### src/rtl/demux1to4_stream.sv
// demux1to4_stream: registered 1-to-4 valid/ready stream demultiplexer.
// Each channel is a one-entry holding slot with an 8-bit transfer counter.
// The select travels with the word; only the selected slot gates in_ready.

// One output channel: holding register, valid flag and drain counter.
module demux_slot #(
    parameter int WIDTH = 8
) (
    input  logic             clk,
    input  logic             rst_n,
    input  logic             load,
    input  logic [WIDTH-1:0] load_data,
    input  logic             drain_rdy,
    output logic             valid,
    output logic [WIDTH-1:0] data,
    output logic [7:0]       count
);
    logic             valid_q, valid_d;
    logic [WIDTH-1:0] data_q, data_d;
    logic [7:0]       count_q, count_d;
    logic             xfer;

    // Load wins over drain so a full slot can be emptied and refilled on one edge.
    always_comb begin
        xfer    = valid_q & drain_rdy;
        valid_d = valid_q;
        data_d  = data_q;
        count_d = count_q + {7'd0, xfer};
        if (load) begin
            valid_d = 1'b1;
            data_d  = load_data;
        end else if (xfer) begin
            valid_d = 1'b0;
        end
    end

    // Slot state; reset discards any buffered word and zeroes the counter.
    always_ff @(posedge clk or negedge rst_n) begin
        if (!rst_n) begin
            valid_q <= 1'b0;
            data_q  <= '0;
            count_q <= 8'd0;
        end else begin
            valid_q <= valid_d;
            data_q  <= data_d;
            count_q <= count_d;
        end
    end

    assign valid = valid_q;
    assign data  = data_q;
    assign count = count_q;
endmodule

// Top: steers each accepted word into the slot named by in_sel.
module demux1to4_stream #(
    parameter int WIDTH = 8
) (
    input  logic               clk,
    input  logic               rst_n,
    input  logic               in_valid,
    output logic               in_ready,
    input  logic [WIDTH-1:0]   in_data,
    input  logic [1:0]         in_sel,
    output logic [3:0]         out_valid,
    input  logic [3:0]         out_ready,
    output logic [4*WIDTH-1:0] out_data,
    output logic [31:0]        out_count
);
    logic [3:0] load;

    // Ready looks only at the selected slot: it can take a word if empty or draining now.
    always_comb begin
        in_ready = !out_valid[in_sel] | out_ready[in_sel];
    end

    for (genvar k = 0; k < 4; k++) begin : g_ch
        assign load[k] = in_valid & in_ready & (in_sel == 2'(k));

        demux_slot #(.WIDTH(WIDTH)) u_slot (
            .clk       (clk),
            .rst_n     (rst_n),
            .load      (load[k]),
            .load_data (in_data),
            .drain_rdy (out_ready[k]),
            .valid     (out_valid[k]),
            .data      (out_data[k*WIDTH +: WIDTH]),
            .count     (out_count[k*8 +: 8])
        );
    end
endmodule
### config.mk
export PLATFORM = sky130hd
export DESIGN_NAME = demux1to4_stream
export DESIGN_NICKNAME = d
export VERILOG_FILES = /design/src/rtl/demux1to4_stream.sv
export SDC_FILE = /design/constraint.sdc
export NUM_CORES = 1
export LEC_CHECK = 0
export CORE_ASPECT_RATIO = 0.7
export CORE_MARGIN = 4
export CORE_UTILIZATION = 45
export DETAILED_ROUTE_END_ITERATION = 10
export DONT_BUFFER_PORTS = 1
export PLACE_DENSITY = 0.71
export SKIP_LAST_GASP = 1
export SLEW_MARGIN = 20
export SYNTH_ARGS = -nofsm -noshare
export SYNTH_HDL_FRONTEND = slang
export SYNTH_HIERARCHICAL = 1
export SYNTH_SLANG_ARGS = --single-unit
### constraint.sdc
create_clock -name clk -period 2 [get_ports clk]
set_clock_uncertainty 0.15 [all_clocks]
set_input_delay 0.4 -clock clk [delete_from_list [all_inputs] [get_ports clk]]
set_output_delay 0.4 -clock clk [all_outputs]
set_load 0.03 [all_outputs]
# --- After elaboration in Yosys (flattened, before gate mapping) ---
# Index checks and enable logic that the tools add are counted.
# W data, S select, Z words.
classes:
  eq_ne: 3
  addsub: 4
  reduce_logical: 6
  bitwise: 10
  n_lt_le_gt_ge: 1
  n_mux: 12
op_table:
  columns: ["op", "count"]
  rows:
  - ["$add A8 B1 Y8", 4]
  - ["$mux W1", 10]
  - ["$and A1 B1 Y1", 9]
  - ["$reduce_bool A2 Y1", 4]
  - ["$bmux W1 S2", 2]
  - ["$eq A2 B2 Y1 const B", 2]
  - ["$lt A2 B3 Y1 const B", 1]
  - ["$eq A2 B1 Y1 const B", 1]
  - ["$logic_not A2 Y1", 1]
  - ["$logic_not A1 Y1", 1]
  - ["$or A1 B1 Y1", 1]
word_totals:
  out_inout_bits: 69
  input_bits: 17
  regBits: 68
  wordCells: 48

# --- Longest topological paths before layout ---
depth:
  word_depth: 7
  mapped_depth: 5
  ltp_nobuf: 5

# --- By module ---
# Netlist, hierarchy kept.
modules_own_cells:
  columns: ["module", "cells_each", "seq_area_each_um2", "area_each_um2", "n_inst"]
  rows:
  - ["demux_slot", 45, 425.4, 663.1, 4]
  - ["demux1to4_stream", 9, 0.0, 101.3, 1]

# --- Least setup slack after synthesis ---
# No wires, ideal clock.
synth_timing:
  kind: "register -> output"
  startpoint: "reg g_ch[3].u_slot.valid_q"
  endpoint: "out in_ready"
  n_path_buf: 0
  setup_slack_ns: 0.257
  required_time_ns: 1.450
  stages_incl_launch_ff: 3
  arrival_time_ns: 1.193
  cell_sequence: "dfrtp_1 > nand2b_4 > mux4_2"
synth_between:
  elab_chain_cells: 4
synth_rtl:
  columns: ["element", "line", "text"]
  rows:
  - ["start, declared", "18", "logic valid_q, valid_d;"]
  - ["start signal, assigned", "44", "valid_q <= valid_d;"]
  - ["$bmux W1 S2", "74", "in_ready = !out_valid[in_sel] | out_ready[in_sel];"]
  - ["$mux W1 (implied by the code)", "74", null]
  - ["$logic_not A1 Y1", "74", null]
  - ["$or A1 B1 Y1", "74", null]
  - ["end, declared", "62", "output logic in_ready,"]
# No other way between the ends. The select of a mux whose other input is x is not followed.

# --- Final worst setup path ---
# Same ends and word-level chain as after synthesis.

==> impl_results.md <==
- Status: complete, but fails checks
- Failing checks: hold timing
- Primary FF master, synth: dfrtp_1
- Post-CTS sizing: 0
- Placed Area: 0.00291 mm2
- Final hold vios: 68
- Finished Cell Area: 0.00319 mm2
- GPL Wtd Cong: 0.770
- Max_slew headroom: 65.7%
- Nets@finish: 232
- Net switching power of the design: 1.54 mW
- Cell count after synthesis: 189
- MaxCap Viol Count: 0
- Hold Crit Class: in -> async
- Num ports: 86
- Commonest cells post-synth: dfrtp_1 (68), mux2_2 (32), xnor2_1 (12), xor2_1 (12)
- Die Y: 73.5 um
- Initial Utilization: 47.4%
- CP max FO: 3
- Post-route DRC: 0
- Top Family by Delay on Critical Path: multiplexers
- Worst Path Required: 1.45 ns
- Clk buf depth: 2
- Sequential fraction of the synthesis area: 61.8%
- Initial antenna violation count: 0
- Period utilization: 96.3%
- Cell Pwr Density: 1390 mW/mm2
- Worst path slowest cell: mux4_2
- CTS Sinks: 68
- Die W: 102 um
- Final HPWL DP: 3710 um
- Layout cells sized above 1: 33.5%
- Clock root cell: clkbuf_8
- CP arrival: 1.38 ns
- Max stage delay on crit path: 0.58 ns
- DR pass1 iterations: 2
- Synth Warn #: 6
- Row cnt: 23
- Design Power: 4.43 mW
- Seq cells post-synth: 68
- WHS: -0.402 ns
- Gr usage total: 14.9%
- IR drop worst, VDD: 665 uV
- Vias/cell: 5.24
- WP buf/inv: 0
- Leak: 1.51 nW
- Combinational share of power: 11.0%
- Slew Viols, Final: 0
- Routed wire length: 5220 um
- CTS tree: yes
- Area Overhead vs Synth: 15.7%
- Sw Ratio: 34.7%
- GRT overflow: 0
- Crit path time final: 1.93 ns
- Synth area leaders: dfrtp_1 (62%), mux2_2 (13%), xnor2_1 (3.8%), xor2_1 (3.8%), ha_1 (3.6%)
- Routed len/inst: 18.2 um
- WS Path Type: reg -> out
- Max H-tree Level: 3
- Worst slew pin tran: 0.514 ns
- Skew-Pair Late Insertion Delay: 0.34 ns
- # fillers: 476
- Largest net degree at the start of global routing: 69
- Multi-input combinational cell area: 0.00102 mm2
- Drt first-iter violations: 36
- Most common cell in the netlist: dfrtp_1
- Synth top area share: 61.8%
- Worst reg2reg path depth: 3
- CP Cell Sequence: nand2b_4 -> mux4_2
- # diodes: 0
- Syn Nets: 214
- Worst-path clk slew: 0.07 ns
- R2R setup slack: 0.31 ns
- CORE AREA: 0.00581 mm2
- Inserted Clock Buffers: 9
- Critical path startpoint category: flip-flop
- First-pass GRT wire length: 8160 um
- RSZ-0062 raised after global routing: no
- Fmax: 0.519 GHz
- Clock share of power: 33.0%
- Die Area: 0.00746 mm2
- Setup Total Neg Slack: 0 ns
- Seq pwr share: 56.0%
- Synth cell types: 21
- Syn Area/Cell: 14.6 um2
- Int Power: 2.89 mW
- Number of synthesized flops with an enable pin: 0
- Number of global-route vias before repair: 1573
- Crit end category: output pin
- Area occupied by registers: 0.00170 mm2
- Critical Path Stages: 2
- # setup viols final: 0
- Synthesized area: 0.00275 mm2
- DR vias: 1503
- Fraction of registers with async set/reset: 100%
- IO Port Bufs: 0
- Routed Antenna Nets: 0
- Largest area contributor in the synthesized netlist: dfrtp_1
-- logic make-up after synthesis --
| logic type | share of synthesized area (%) |
|---|---|
| DFF | 61.8 |
| and+or+nand+nor | 10.7 |
| muxes | 13.9 |
| xor gates and xnor gates | 7.63 |
| buffers and inverters | 1.27 |
| adders and majority gates | 3.63 |
| AOI/OAI and AO/OA | 1.09 |
-- path summary, 6_finish.rpt --
path                                                   startpoint                                 end
max in group asynchronous                                   rst_n  g_ch[0].u_slot/data[5]$_DFFE_PN0P_
worst min register to register  g_ch[0].u_slot/count[0]$_DFF_PN0_   g_ch[0].u_slot/count[0]$_DFF_PN0_
worst min-delay path                                        rst_n   g_ch[0].u_slot/count[6]$_DFF_PN0_
worst max register to register   g_ch[2].u_slot/valid$_DFFE_PN0P_  g_ch[2].u_slot/data[3]$_DFFE_PN0P_
min in group clk                                       in_data[2]  g_ch[0].u_slot/data[2]$_DFFE_PN0P_
worst max-delay path             g_ch[3].u_slot/valid$_DFFE_PN0P_                            in_ready
-- repair_timing --
item / CTS / global route
buffers inserted: 0 / 1
endpoints found under the setup margin: 0 / 1
hold endpoints to repair: 68 / 68
-- cells in the final DEF, fill, tap and decap left out --
master	count
xor2_1	12
buf_4	11
and4b_1	2
nand2_1	8
nor4bb_2	1
nand2b_4	2
and3_1	4
nand3_1	8
nand3_2	4
mux2_2	32
ha_1	8
inv_1	4
and2_1	4
clkbuf_8	13
nor3_2	4
nand2b_1	2
mux4_2	1
bufinv_16	3
xnor2_1	12
a21o_1	4
dfrtp_1	68
and4_1	1
nor2_1	4
-- state kept, by name (all words and copies together) (netlist names) --
register           flops
g_ch.u_slot/count     32
g_ch.u_slot/valid      4
g_ch.u_slot/data      32
-- routing by layer --
layer  track usage [%]  wire length, um  vias up
li1                  -                -      679
met1              17.3             2290      756
met2              21.4             2270       59
met3              10.2              586        9
met4              6.19               71        0
met5                 0                0        -
-- layout make-up --
class | count | area share (%)
clock buffers | 13 | 5.62
clock inverters | 3 | 2.83
inverters | 4 | 0.471
multi-input cells | 113 | 32.1
flip-flops and latches | 68 | 53.4
well taps | 75 | 2.95
repair buffers | 11 | 2.59
-- per-stage QoR --
stage               worst slack [ns]  std cells  utilization, %
finish                        0.0730        287            54.8
global route                  0.0168        287            54.8
CTS                           0.0213        286            54.7
detailed placement             0.218        270            50.0
global placement               0.229        270            50.0
floorplan                      0.257        189               -
-- worst reg2reg max path: cells and delay by family, from the launching register on --
| kind | cells | cell delay [ns] |
|---|---|---|
| flip-flops | 1 | 0.38 |
| AND/OR/NAND/NOR | 2 | 0.65 |
| multiplexers | 1 | 0.40 |
-- power groups by stage --
stage	registers, mW	clock network, mW	logic (mW)
global placement	2.50	0	0.477
finish	2.48	1.46	0.486
CTS	2.49	1.50	0.495
floorplan	2.53	0	0.265
detailed placement	2.51	0	0.494
global route	2.53	1.55	0.543
Note: power is estimated with default switching activity, not from simulation.
